<file path="src/rtl/divu_pkg.sv">
// Shared constants and state encoding for the 32-bit restoring divider.
package divu_pkg;

    localparam int unsigned DW    = 32;
    localparam int unsigned ITERS = 32;
    localparam int unsigned CNT_W = $clog2(ITERS);

    typedef enum logic [1:0] {
        StIdle = 2'd0,
        StRun  = 2'd1,
        StDone = 2'd2
    } divu_state_e;

endpackage

</file>
<file path="src/rtl/subtract_32_bit.sv">
// 32-bit subtractor: diff = a - b, cout = 1 when no borrow occurs (a >= b).
module subtract_32_bit (
    input  logic [31:0] a,
    input  logic [31:0] b,
    output logic [31:0] diff,
    output logic        cout
);

    logic [32:0] sum;

    // Two's-complement add; the carry out is the inverted borrow.
    always_comb begin
        sum  = {1'b0, a} + {1'b0, ~b} + 33'd1;
        diff = sum[31:0];
        cout = sum[32];
    end

endmodule

</file>
<file path="src/rtl/divu_32_bit_ctrl.sv">
// Unsigned 32-bit restoring divider: one quotient bit per cycle, 32 RUN cycles per divide.
module divu_32_bit_ctrl
    import divu_pkg::*;
#(
    parameter int unsigned DW = divu_pkg::DW
) (
    input  logic          clk,
    input  logic          rst_n,
    input  logic          start,
    input  logic [DW-1:0] dividend,
    input  logic [DW-1:0] divisor,
    output logic          busy,
    output logic          done,
    output logic [DW-1:0] quotient,
    output logic [DW-1:0] remainder,
    output logic          div_zero
);

    divu_state_e      state_q, state_d;
    logic [CNT_W-1:0] cnt_q, cnt_d;
    logic [DW-1:0]    r_q, r_d;
    logic [DW-1:0]    q_q, q_d;
    logic [DW-1:0]    dvsr_q, dvsr_d;
    logic [DW-1:0]    quot_q, quot_d;
    logic [DW-1:0]    rem_q, rem_d;
    logic             dz_q, dz_d;

    logic [DW-1:0]    p;
    logic [DW-1:0]    diff;
    logic             cout;
    logic             qbit;
    logic [DW-1:0]    r_step;
    logic [DW-1:0]    q_step;

    // Shift the next dividend bit into the partial remainder.
    assign p = {r_q[DW-2:0], q_q[DW-1]};

    subtract_32_bit u_sub (
        .a    (p),
        .b    (dvsr_q),
        .diff (diff),
        .cout (cout)
    );

    // When R[31] is set the true partial remainder is 33 bits and always exceeds the
    // divisor, so the subtract succeeds and the 32-bit difference is still exact.
    always_comb begin
        qbit   = r_q[DW-1] | cout;
        r_step = qbit ? diff : p;
        q_step = {q_q[DW-2:0], qbit};
    end

    // Next-state, datapath and result register update.
    always_comb begin
        state_d = state_q;
        cnt_d   = cnt_q;
        r_d     = r_q;
        q_d     = q_q;
        dvsr_d  = dvsr_q;
        quot_d  = quot_q;
        rem_d   = rem_q;
        dz_d    = dz_q;

        unique case (state_q)
            StIdle: begin
                if (start) begin
                    if (divisor == '0) begin
                        quot_d  = '1;
                        rem_d   = dividend;
                        dz_d    = 1'b1;
                        state_d = StDone;
                    end else begin
                        dvsr_d  = divisor;
                        dz_d    = 1'b0;
                        cnt_d   = '0;
                        r_d     = '0;
                        q_d     = dividend;
                        state_d = StRun;
                    end
                end
            end
            StRun: begin
                r_d = r_step;
                q_d = q_step;
                if (cnt_q == CNT_W'(ITERS - 1)) begin
                    cnt_d   = '0;
                    quot_d  = q_step;
                    rem_d   = r_step;
                    state_d = StDone;
                end else begin
                    cnt_d = cnt_q + 1'b1;
                end
            end
            StDone: begin
                state_d = StIdle;
            end
            default: begin
                state_d = StIdle;
            end
        endcase
    end

    // State and datapath registers with asynchronous active-low reset.
    always_ff @(posedge clk or negedge rst_n) begin
        if (!rst_n) begin
            state_q <= StIdle;
            cnt_q   <= '0;
            r_q     <= '0;
            q_q     <= '0;
            dvsr_q  <= '0;
            quot_q  <= '0;
            rem_q   <= '0;
            dz_q    <= 1'b0;
        end else begin
            state_q <= state_d;
            cnt_q   <= cnt_d;
            r_q     <= r_d;
            q_q     <= q_d;
            dvsr_q  <= dvsr_d;
            quot_q  <= quot_d;
            rem_q   <= rem_d;
            dz_q    <= dz_d;
        end
    end

    // Status decoded purely from state; results straight from their registers.
    always_comb begin
        busy      = (state_q == StRun);
        done      = (state_q == StDone);
        quotient  = quot_q;
        remainder = rem_q;
        div_zero  = dz_q;
    end

endmodule
</file>
<file path="config.mk">
export PLATFORM = sky130hd
export DESIGN_NAME = divu_32_bit_ctrl
export DESIGN_NICKNAME = d
export VERILOG_FILES = /design/src/rtl/divu_pkg.sv /design/src/rtl/subtract_32_bit.sv /design/src/rtl/divu_32_bit_ctrl.sv
export SDC_FILE = /design/constraint.sdc
export NUM_CORES = 1
export LEC_CHECK = 0
export ABC_CLOCK_PERIOD_IN_PS = 4550
export BUFFER_PORTS_ARGS = -buffer_cell sky130_fd_sc_hd__buf_2
export CAP_MARGIN = 40
export CORE_ASPECT_RATIO = 0.6
export CORE_MARGIN = 2
export CORE_UTILIZATION = 55
export CTS_BUF_LIST = sky130_fd_sc_hd__clkbuf_16
export DETAILED_ROUTE_END_ITERATION = 8
export GPL_TIMING_DRIVEN = 0
export PLACE_DENSITY = 0.76
export RECOVER_POWER = 25
export SLEW_MARGIN = 25
export SYNTH_ARGS = -nofsm -noshare
export SYNTH_HDL_FRONTEND = slang
export SYNTH_HIERARCHICAL = 1
export SYNTH_SLANG_ARGS = --single-unit
</file>
<file path="constraint.sdc">
create_clock -name clk -period 4.55 [get_ports clk]
set_clock_uncertainty 0.05 [all_clocks]
set_input_delay 0 -clock clk [delete_from_list [all_inputs] [get_ports clk]]
set_output_delay 0 -clock clk [all_outputs]
set_load 0.01 [all_outputs]
</file>
======== Yosys cells after proc, flatten, opt, wreduce, memory -nomap -nowiden ========
Cells that the tools add are included.
word-level totals
  logic and storage cells ................. 53
  output and inout bits ................... 67
  input port bits ......................... 67
  register bits after elaboration ......... 168
cells by class
  eq/ne operators ......................... 7
  reductions and logical operators ........ 8
  muxes and demuxes ....................... 24
  bitwise operators ....................... 3
  add/subtract/negate cells ............... 3
operator list
  cell                                                              number
  32-bit 2-to-1 mux                                                 11
  32-bit case mux with 2 select lines                               4
  32-bit by 32-bit adder with 33-bit output                         1
  33-bit by 1-bit adder with 33-bit output (second input constant)  1
  32-bit zero test                                                  1
  32-bit NOT                                                        1
  5-bit 2-to-1 mux                                                  3
  5-bit case mux with 2 select lines                                1
  2-bit 2-to-1 mux                                                  3
  2-bit != test (second input constant)                             3
  3-bit AND reduction                                               2
  5-bit by 1-bit adder with 5-bit output (second input constant)    1
  5-bit == test (second input constant)                             1
  2-bit case mux with 2 select lines                                1
  2-bit AND reduction                                               2
  4-bit AND reduction                                               1
  2-bit by 1-bit == test with 1-bit output (second input constant)  1
  2-bit == test (second input constant)                             1
  2-bit zero test                                                   1
  2-bit by 1-bit != test with 1-bit output (second input constant)  1
  2-bit nonzero test                                                1
  1-bit 2-to-1 mux                                                  1
  1-bit NOT                                                         1
  1-bit bitwise OR                                                  1

======== Logic depth before layout (Yosys ltp) ========
Gate-level depths: netlist (run 1).
  word-level depth ........................ 7
  mapped depth ............................ 15
  mapped depth without buffers ............ 14

======== Cells and area by module ========
Netlist (run 1), hierarchy kept.
modules (own cells, without submodules)
  module            cells each  area an instance (µm²)  times used  seq. area each (µm²)
  divu_32_bit_ctrl  638         7174.4                  1           4204.0
  subtract_32_bit   302         1981.9                  1           0.0

======== Worst setup path after synthesis (run 1) ========
OpenSTA, ideal clock, no wires.
  path type ............................... reg-to-reg
  start point ............................. register q_q[31]
  end point ............................... register rem_q[10], in the netlist remainder[10]
  clock period less this slack ............ 3.178 ns
  cell stages (with the launch flop) ...... 16
  path slack .............................. 1.372 ns
  path buffers ............................ 1
  library setup time ...................... 0.126 ns
  required time ........................... 4.374 ns
  data arrival time ....................... 3.002 ns
  cell sequence ........................... dfrtp_1 -> inv_1 -> ha_1 -> fa_1 -> nand2b_1 -> a21oi_2 -> o21ai_0 -> a21oi_1 -> a311oi_1 -> o21ai_0 -> nor2_1 -> clkbuf_1 -> nand2_1 -> a21oi_1 -> a21oi_1 -> mux2i_1
on the way
  longest elaborated chain between the ends .. 6
RTL lines
  element                                    RTL line                 source
  start, declared                            divu_32_bit_ctrl.sv:22   logic [DW-1:0] q_q, q_d;
  start signal, assigned                     divu_32_bit_ctrl.sv:118  q_q <= q_d;
  32-bit by 32-bit adder with 33-bit output  subtract_32_bit.sv:13    sum = {1'b0, a} + {1'b0, ~b} + 33'd1;
  33-bit by 1-bit adder with 33-bit output   subtract_32_bit.sv:13
  net cout                                   divu_32_bit_ctrl.sv:30   logic cout;
  1-bit bitwise OR                           divu_32_bit_ctrl.sv:48   qbit = r_q[DW-1] | cout;
  32-bit 2-to-1 mux                          divu_32_bit_ctrl.sv:49   r_step = qbit ? diff : p;
  32-bit 2-to-1 mux                          divu_32_bit_ctrl.sv:85   if (cnt_q == CNT_W'(ITERS - 1)) begin
  32-bit case mux with 2 select lines        divu_32_bit_ctrl.sv:64   unique case (state_q)
  end signal, assigned                       divu_32_bit_ctrl.sv:121  rem_q <= rem_d;
  end, declared                              divu_32_bit_ctrl.sv:25   logic [DW-1:0] rem_q, rem_d;
The timed path passes the listed nets, and every way through them passes these cells. The select of a mux whose other input is x is not followed.
A chain may end at the register's enable or synchronous reset.

======== Final worst setup path (run 1) ========
  start point ............................. register r_q[16]
  end point ............................... register rem_q[12], in the netlist remainder[12]
on the way
  longest elaborated chain between the ends .. 6
RTL lines
  element                                    RTL line                 source
  start, declared                            divu_32_bit_ctrl.sv:21   logic [DW-1:0] r_q, r_d;
  start signal, assigned                     divu_32_bit_ctrl.sv:117  r_q <= r_d;
  32-bit by 32-bit adder with 33-bit output  subtract_32_bit.sv:13
  33-bit by 1-bit adder with 33-bit output   subtract_32_bit.sv:13
  net cout                                   divu_32_bit_ctrl.sv:30
  1-bit bitwise OR                           divu_32_bit_ctrl.sv:48
  32-bit 2-to-1 mux                          divu_32_bit_ctrl.sv:49
  32-bit 2-to-1 mux                          divu_32_bit_ctrl.sv:85
  32-bit case mux with 2 select lines        divu_32_bit_ctrl.sv:64
The timed path passes the listed nets, and every way through them passes these cells. The select of a mux whose other input is x is not followed.

==> impl_metrics.tcl, run 1 <==
set metrics [dict create \
    vdd_drop_max_uv 424 \
    worstSetupPathType "flop to flop" \
    clock_tree.root_cell "clkbuf_16" \
    area_growth_pct 24.0 \
    dr_total_vias 8159 \
    fin_setup_tns_ns 0 \
    grt_pass1_vias 7757 \
    postCtsHoldBufs 66 \
    synth_commonest_cells "dfrtp_1, a21oi_1, inv_1" \
    setup_viol 0 \
    dieArea_mm2 0.0177 \
    violations "capacitance limit, slew limit" \
    hold_class "input port to flop" \
    clock-sinks 168 \
    power_density_mw_per_mm2 852 \
    crit_fanout 10 \
    globalplace.congestion 0.943 \
    r2r_start "r_q[16]$_DFFE_PN0P_" \
    gr-usage-all-layers_pct 30.3 \
    cpMostUsedCell "a21oi_1" \
    die_x_um 171 \
    ys_seq_area_share_pct 45.9 \
    worst_pin_slew_ns 3.68 \
    io_buffers 133 \
    hold_start "divisor[22]" \
    synth_top_area_share_pct 45.9 \
    max-slew-margin-rel_pct -145 \
    hold_end "dvsr_q[22]$_DFFE_PN0P_" \
    initial_core_util_pct 56.3 \
    netlist_area_mm2 0.00916 \
    cp_cell_sequence "ha_1, a21oi_1, o31ai_1, a21oi_1, a21boi_0, a311oi_1, o21ai_0, nor2_1, clkbuf_1, nand2_1, a21oi_1, a21oi_1, mux2i_1" \
    post_drt_wl_per_cell_um 19.0 \
    reg2reg_setup_slack_ns 0.39 \
    place_ws_ns 0.517 \
    syn_avg_cell_area_um2 9.74 \
    yosysTopAreaCell "dfrtp_1" \
    antenna_cells 0 \
    holdPathStages 3 \
    postLayoutCellArea_mm2 0.0114 \
    rows 36 \
    clock_latency_ns 0.43 \
    synth-edff-count 0 \
    ios 134 \
    required_ns 4.85 \
    drt.antenna.violating_nets 0 \
    cts_buffers 17 \
    drc 0 \
    grt_max_degree 92 \
    grt_pass1_wl_mm 41.6 \
    synth_fp_nets 1042 \
    antenna_found_initial 0 \
    syn_inst 940 \
    vias_per_cell 5.82 \
    yosysMostFrequentCell "dfrtp_1" \
    ff2ff_path_depth 13 \
    run_status "finished, violations left" \
    critical_path_arrival_ns 4.46 \
    drv_slew 78 \
    cts_tree "built" \
    gr-total-overflow 0 \
    synth_cell_types 60 \
    dpl.hpwl_mm 19.0 \
    cts_resized 0 \
    startpoint_type "flop" \
    endpoint_kind "flop" \
    htree_levels 4 \
    drt_wl_total_mm 26.6 \
    power.leakage_nw 5.33 \
    worst_path_max_delay_cell "nor2_1" \
    post_cts_buffers 0 \
    core_area_mm2 0.0163 \
    synthTopCellsByArea "dfrtp_1, a21oi_1, mux2i_1, ha_1, inv_1" \
    final-hold-violation-count 0 \
    fin_util_pct 69.8 \
    place_area_mm2 0.0101 \
    ys_ff_latch 168 \
    cap_viol_max_count 1 \
    max_freq_mhz 240 \
    setup_ws_ns 0.391 \
    drive_gt1_share_pct 17.0 \
    first_iter_violations 866 \
    dr.pass1.iters 6 \
    p_total_mw 9.67 \
    rsz0062_at_grt "no" \
    yosysWarnings 6 \
    final_nets 1262 \
    reg2reg_to "remainder[12]$_DFFE_PN0P_" \
    min_period_ns 4.16 \
    cpPeakStageDelay_ns 0.51 \
    cts.clk_slew.worst_paths_ns 0.07 \
    clockBufferDepth 2 \
    timing.final.crit_share_pct 91.4 \
    ys.flop_type "dfrtp_1" \
    die_y_um 104 \
    async_reset_ff_share_pct 100 \
]
[critical path: cells and delay by family, from the launching register on]
family	cells	cell delay (ns)
DFF	1	0.45
buffers and inverters	1	0.45
and+or+nand+nor	2	0.62
muxes	1	0.14
adders and majority gates	1	0.34
AOI/OAI and AO/OA	8	2.03
[state kept, by name (all words and copies together) (netlist names)]
name	count
cnt_q	5
div_zero	1
dvsr_q	32
q_q	32
quotient	32
r_q	32
remainder	32
state_q	2
[layout by cell type, fill, tap and decap left out, types with 21 or more instances in the layout]
master,n
nand2_1,66
buf_2,123
o22a_1,31
a21oi_1,125
mux2i_1,45
a21o_1,38
clkbuf_1,46
dfrtp_1,168
o22ai_1,21
nor2_1,32
ha_1,34
dlygate4sd3_1,66
o21ai_0,63
inv_1,97
[how the worst max path moves through the flow]
stage,startpoint,end,cells past startpoint
CTS,q_q[31]$_DFFE_PN0P_,remainder[12]$_DFFE_PN0P_,15
detailed placement,r_q[16]$_DFFE_PN0P_,remainder[12]$_DFFE_PN0P_,13
floorplan,q_q[31]$_DFFE_PN0P_,remainder[10]$_DFFE_PN0P_,15
finish,r_q[16]$_DFFE_PN0P_,remainder[12]$_DFFE_PN0P_,13
global route,rst_n,r_q[25]$_DFFE_PN0P_,2
global placement,q_q[31]$_DFFE_PN0P_,remainder[12]$_DFFE_PN0P_,15
[metrics by stage]
step | cells | hold WS [ns]
after global routing | 1401 | 0.311
after floorplan | 940 | -0.346
after detailed placement | 1303 | -0.0380
after CTS | 1401 | 0.105
final | 1401 | 0.287
after global placement | 1301 | 0.178
[layer usage]
metal	vias to the layer above	part of all wire, %	global-route usage, %	wire length (µm)
met5	-	0	0	0
met4	0	0.58	5.01	155
met3	14	8.8	8.11	2340
met2	384	41	41.4	10900
met1	3992	50	48.4	13200
li1	3769	-	-	-
[layout make-up]
class | instances | area (µm²)
multi-input combinational | 624 | 4320
tap | 228 | 285
sequential | 168 | 4200
inverter | 97 | 364
clock buffer | 17 | 425
fill | 1282 | 4910
clock inverter | 15 | 153
timing repair buffer | 201 | 1340
buffer | 51 | 268
[cells by family after synthesis]
group,share of synthesized area (%)
fa+ha+maj,4.86
simple gates,8.02
flops,45.9
compound gates,22.7
mux,9.22
buf+inv,6.90
xor+xnor,2.39
[power breakdown]
part | internal (mW) | switching (mW) | total (mW)
clock network | 0.734 | 0.707 | 1.44
logic | 2.19 | 3.32 | 5.50
registers | 2.18 | 0.547 | 2.73
(Power assumes the default switching activity.)
==> run 2, diff against run 1 <==
--- a/config.mk
+++ b/config.mk
@@ -16,6 +16,7 @@
 export GPL_TIMING_DRIVEN = 0
 export PLACE_DENSITY = 0.76
 export RECOVER_POWER = 25
+export REMOVE_ABC_BUFFERS = 1
 export SLEW_MARGIN = 25
 export SYNTH_ARGS = -nofsm -noshare
 export SYNTH_HDL_FRONTEND = slang
==> impl_metrics.tcl, run 2 (synthesized netlist as in run 1, its figures left out) <==
set metrics [dict create \
    globalplace.congestion 0.883 \
    grt_pass1_wl_mm 39.2 \
    holdPathStages 4 \
    dieArea_mm2 0.0177 \
    worst_pin_slew_ns 3.56 \
    antenna_cells 0 \
    rsz0062_at_grt "no" \
    r2r_start "r_q[16]$_DFFE_PN0P_" \
    first_iter_violations 614 \
    dp_cells 1261 \
    drc 0 \
    drive_gt1_share_pct 18.6 \
    place_area_mm2 0.0101 \
    startpoint_type "flop" \
    drt.antenna.violating_nets 0 \
    clock_tree.root_cell "clkbuf_16" \
    cp_cell_sequence "ha_1, a21oi_1, o31ai_1, a21oi_1, a21boi_0, a311oi_1, o21ai_4, buf_8, nor2_4, buf_8, nand2_1, a21oi_1, a21oi_1, mux2i_1" \
    grt_pass1_vias 7722 \
    cap_viol_max_count 1 \
    dpl.hpwl_mm 15.7 \
    cpPeakStageDelay_ns 0.54 \
    power.leakage_nw 5.35 \
    timing.final.crit_share_pct 92.9 \
    cts_buffers 17 \
    fin_cells 1360 \
    initial_core_util_pct 56.3 \
    fin_util_pct 70.0 \
    htree_levels 4 \
    vias_per_cell 5.76 \
    mostFrequentLayoutCells "dfrtp_1, buf_2, a21oi_1" \
    area_growth_pct 24.4 \
    worst_path_max_delay_cell "a311oi_1" \
    antenna_found_initial 0 \
    clock_latency_ns 0.42 \
    vdd_drop_max_uv 317 \
    final_nets 1222 \
    die_x_um 171 \
    final_common_cell "dfrtp_1" \
    worstSetupPathType "flop to flop" \
    post_drt_wl_per_cell_um 17.2 \
    min_period_ns 4.23 \
    cts.clk_slew.worst_paths_ns 0.07 \
    cts_tree "built" \
    ios 134 \
    ff2ff_path_depth 14 \
    clock-sinks 168 \
    hold_class "input port to flop" \
    critical_path_arrival_ns 4.50 \
    max_freq_mhz 237 \
    path_buf_inv 2 \
    die_y_um 104 \
    setup_ws_ns 0.323 \
    gr-total-overflow 0 \
    reg2reg_setup_slack_ns 0.32 \
    crit_family "compound AO/OA/AOI/OAI gates" \
    power_density_mw_per_mm2 825 \
    max-slew-margin-rel_pct -137 \
    cts_resized 0 \
    violations "capacitance limit, slew limit" \
    core_area_mm2 0.0163 \
    place_ws_ns 0.481 \
    hold_end "div_zero$_DFFE_PN0P_" \
    rows 36 \
    clockBufferDepth 2 \
    final-hold-violation-count 0 \
    hold_start "start" \
    setup_viol 0 \
    crit_fanout 18 \
    required_ns 4.82 \
    drv_slew 76 \
    io_buffers 133 \
    dr.pass1.iters 5 \
    drt_wl_total_mm 23.3 \
    grt_max_degree 77 \
    gr-usage-all-layers_pct 27.3 \
    reg2reg_to "remainder[20]$_DFFE_PN0P_" \
    endpoint_kind "flop" \
    postLayoutCellArea_mm2 0.0114 \
    run_status "finished, violations left" \
    dr_total_vias 7832 \
    cpMostUsedCell "a21oi_1" \
]
[run 2: cell types whose count changed in the layout (fill, tap and decap cells not counted), moves of 3 or more]
cell / change
inv_8: -5
buf_8: +5
buf_4: -11
clkbuf_1: -45
buf_16: +4
clkinvlp_4: +3
buf_2: +9
[run 2: per-stage QoR]
| stage | TNS [ns] | hold WS [ns] | power [mW] |
|---|---|---|---|
| floorplan | -28.33 | -0.346 | 6.32 |
| global placement | -352.92 | 0.180 | 7.54 |
| detailed placement | 0 | -0.207 | 7.76 |
| CTS | 0 | 0.0777 | 9.34 |
| global route | 0 | 0.102 | 10.2 |
| finish | 0 | 0.0832 | 9.40 |
[run 2: worst reg2reg max path, delay by kind of cell (launching register included)]
kind                       cells  cell delay, ns
muxes                          1            0.22
DFF                            1            0.40
and+or+nand+nor                2            0.50
adders and majority gates      1            0.44
AOI/OAI and AO/OA              8            2.07
buffers and inverters          2            0.47
[run 2: report_power, final]
group	total [mW]	leakage, nW	switching, mW	internal [mW]
registers	2.66	1.93	0.475	2.18
clock network	1.44	0.275	0.629	0.811
logic	5.30	3.15	3.05	2.26
total	9.40	5.35	4.15	5.25
[run 2: final cells by class]
class | instances | area (µm²)
clock inverter | 14 | 150
timing repair buffer | 212 | 1590
tap | 228 | 285
inverter | 97 | 364
sequential | 168 | 4200
fill | 1230 | 4870
multi-input combinational | 624 | 4370
clock buffer | 17 | 425
[run 2: layer usage]
layer  track usage [%]  part of all wire [%]  vias to the layer above
li1                  -                     -                     3702
met3              4.30                   6.3                       25
met2              40.5                    43                      260
met1              41.2                    49                     3845
met5                 0                     0                        -
met4              8.00                   1.3                        0
[run 2: worst max-delay path by stage]
| stage | slack, ns | cells past startpoint | to | start |
|---|---|---|---|---|
| finish | 0.32 | 14 | remainder[20]$_DFFE_PN0P_ | r_q[16]$_DFFE_PN0P_ |
| global route | 0.06 | 14 | remainder[20]$_DFFE_PN0P_ | r_q[4]$_DFFE_PN0P_ |
| CTS | 0.39 | 14 | remainder[19]$_DFFE_PN0P_ | r_q[16]$_DFFE_PN0P_ |
| detailed placement | 0.48 | 14 | remainder[23]$_DFFE_PN0P_ | r_q[16]$_DFFE_PN0P_ |
| global placement | -3.20 | 14 | remainder[24]$_DFFE_PN0P_ | q_q[31]$_DFFE_PN0P_ |
| floorplan | -0.42 | 13 | remainder[31]$_DFFE_PN0P_ | q_q[31]$_DFFE_PN0P_ |
[run 2: timing repair]
item | CTS | global route
hold buffers | 66 | 0
setup buffers | 0 | 0
setup endpoints to repair | 0 | 0
hold endpoints to repair | 193 | 0
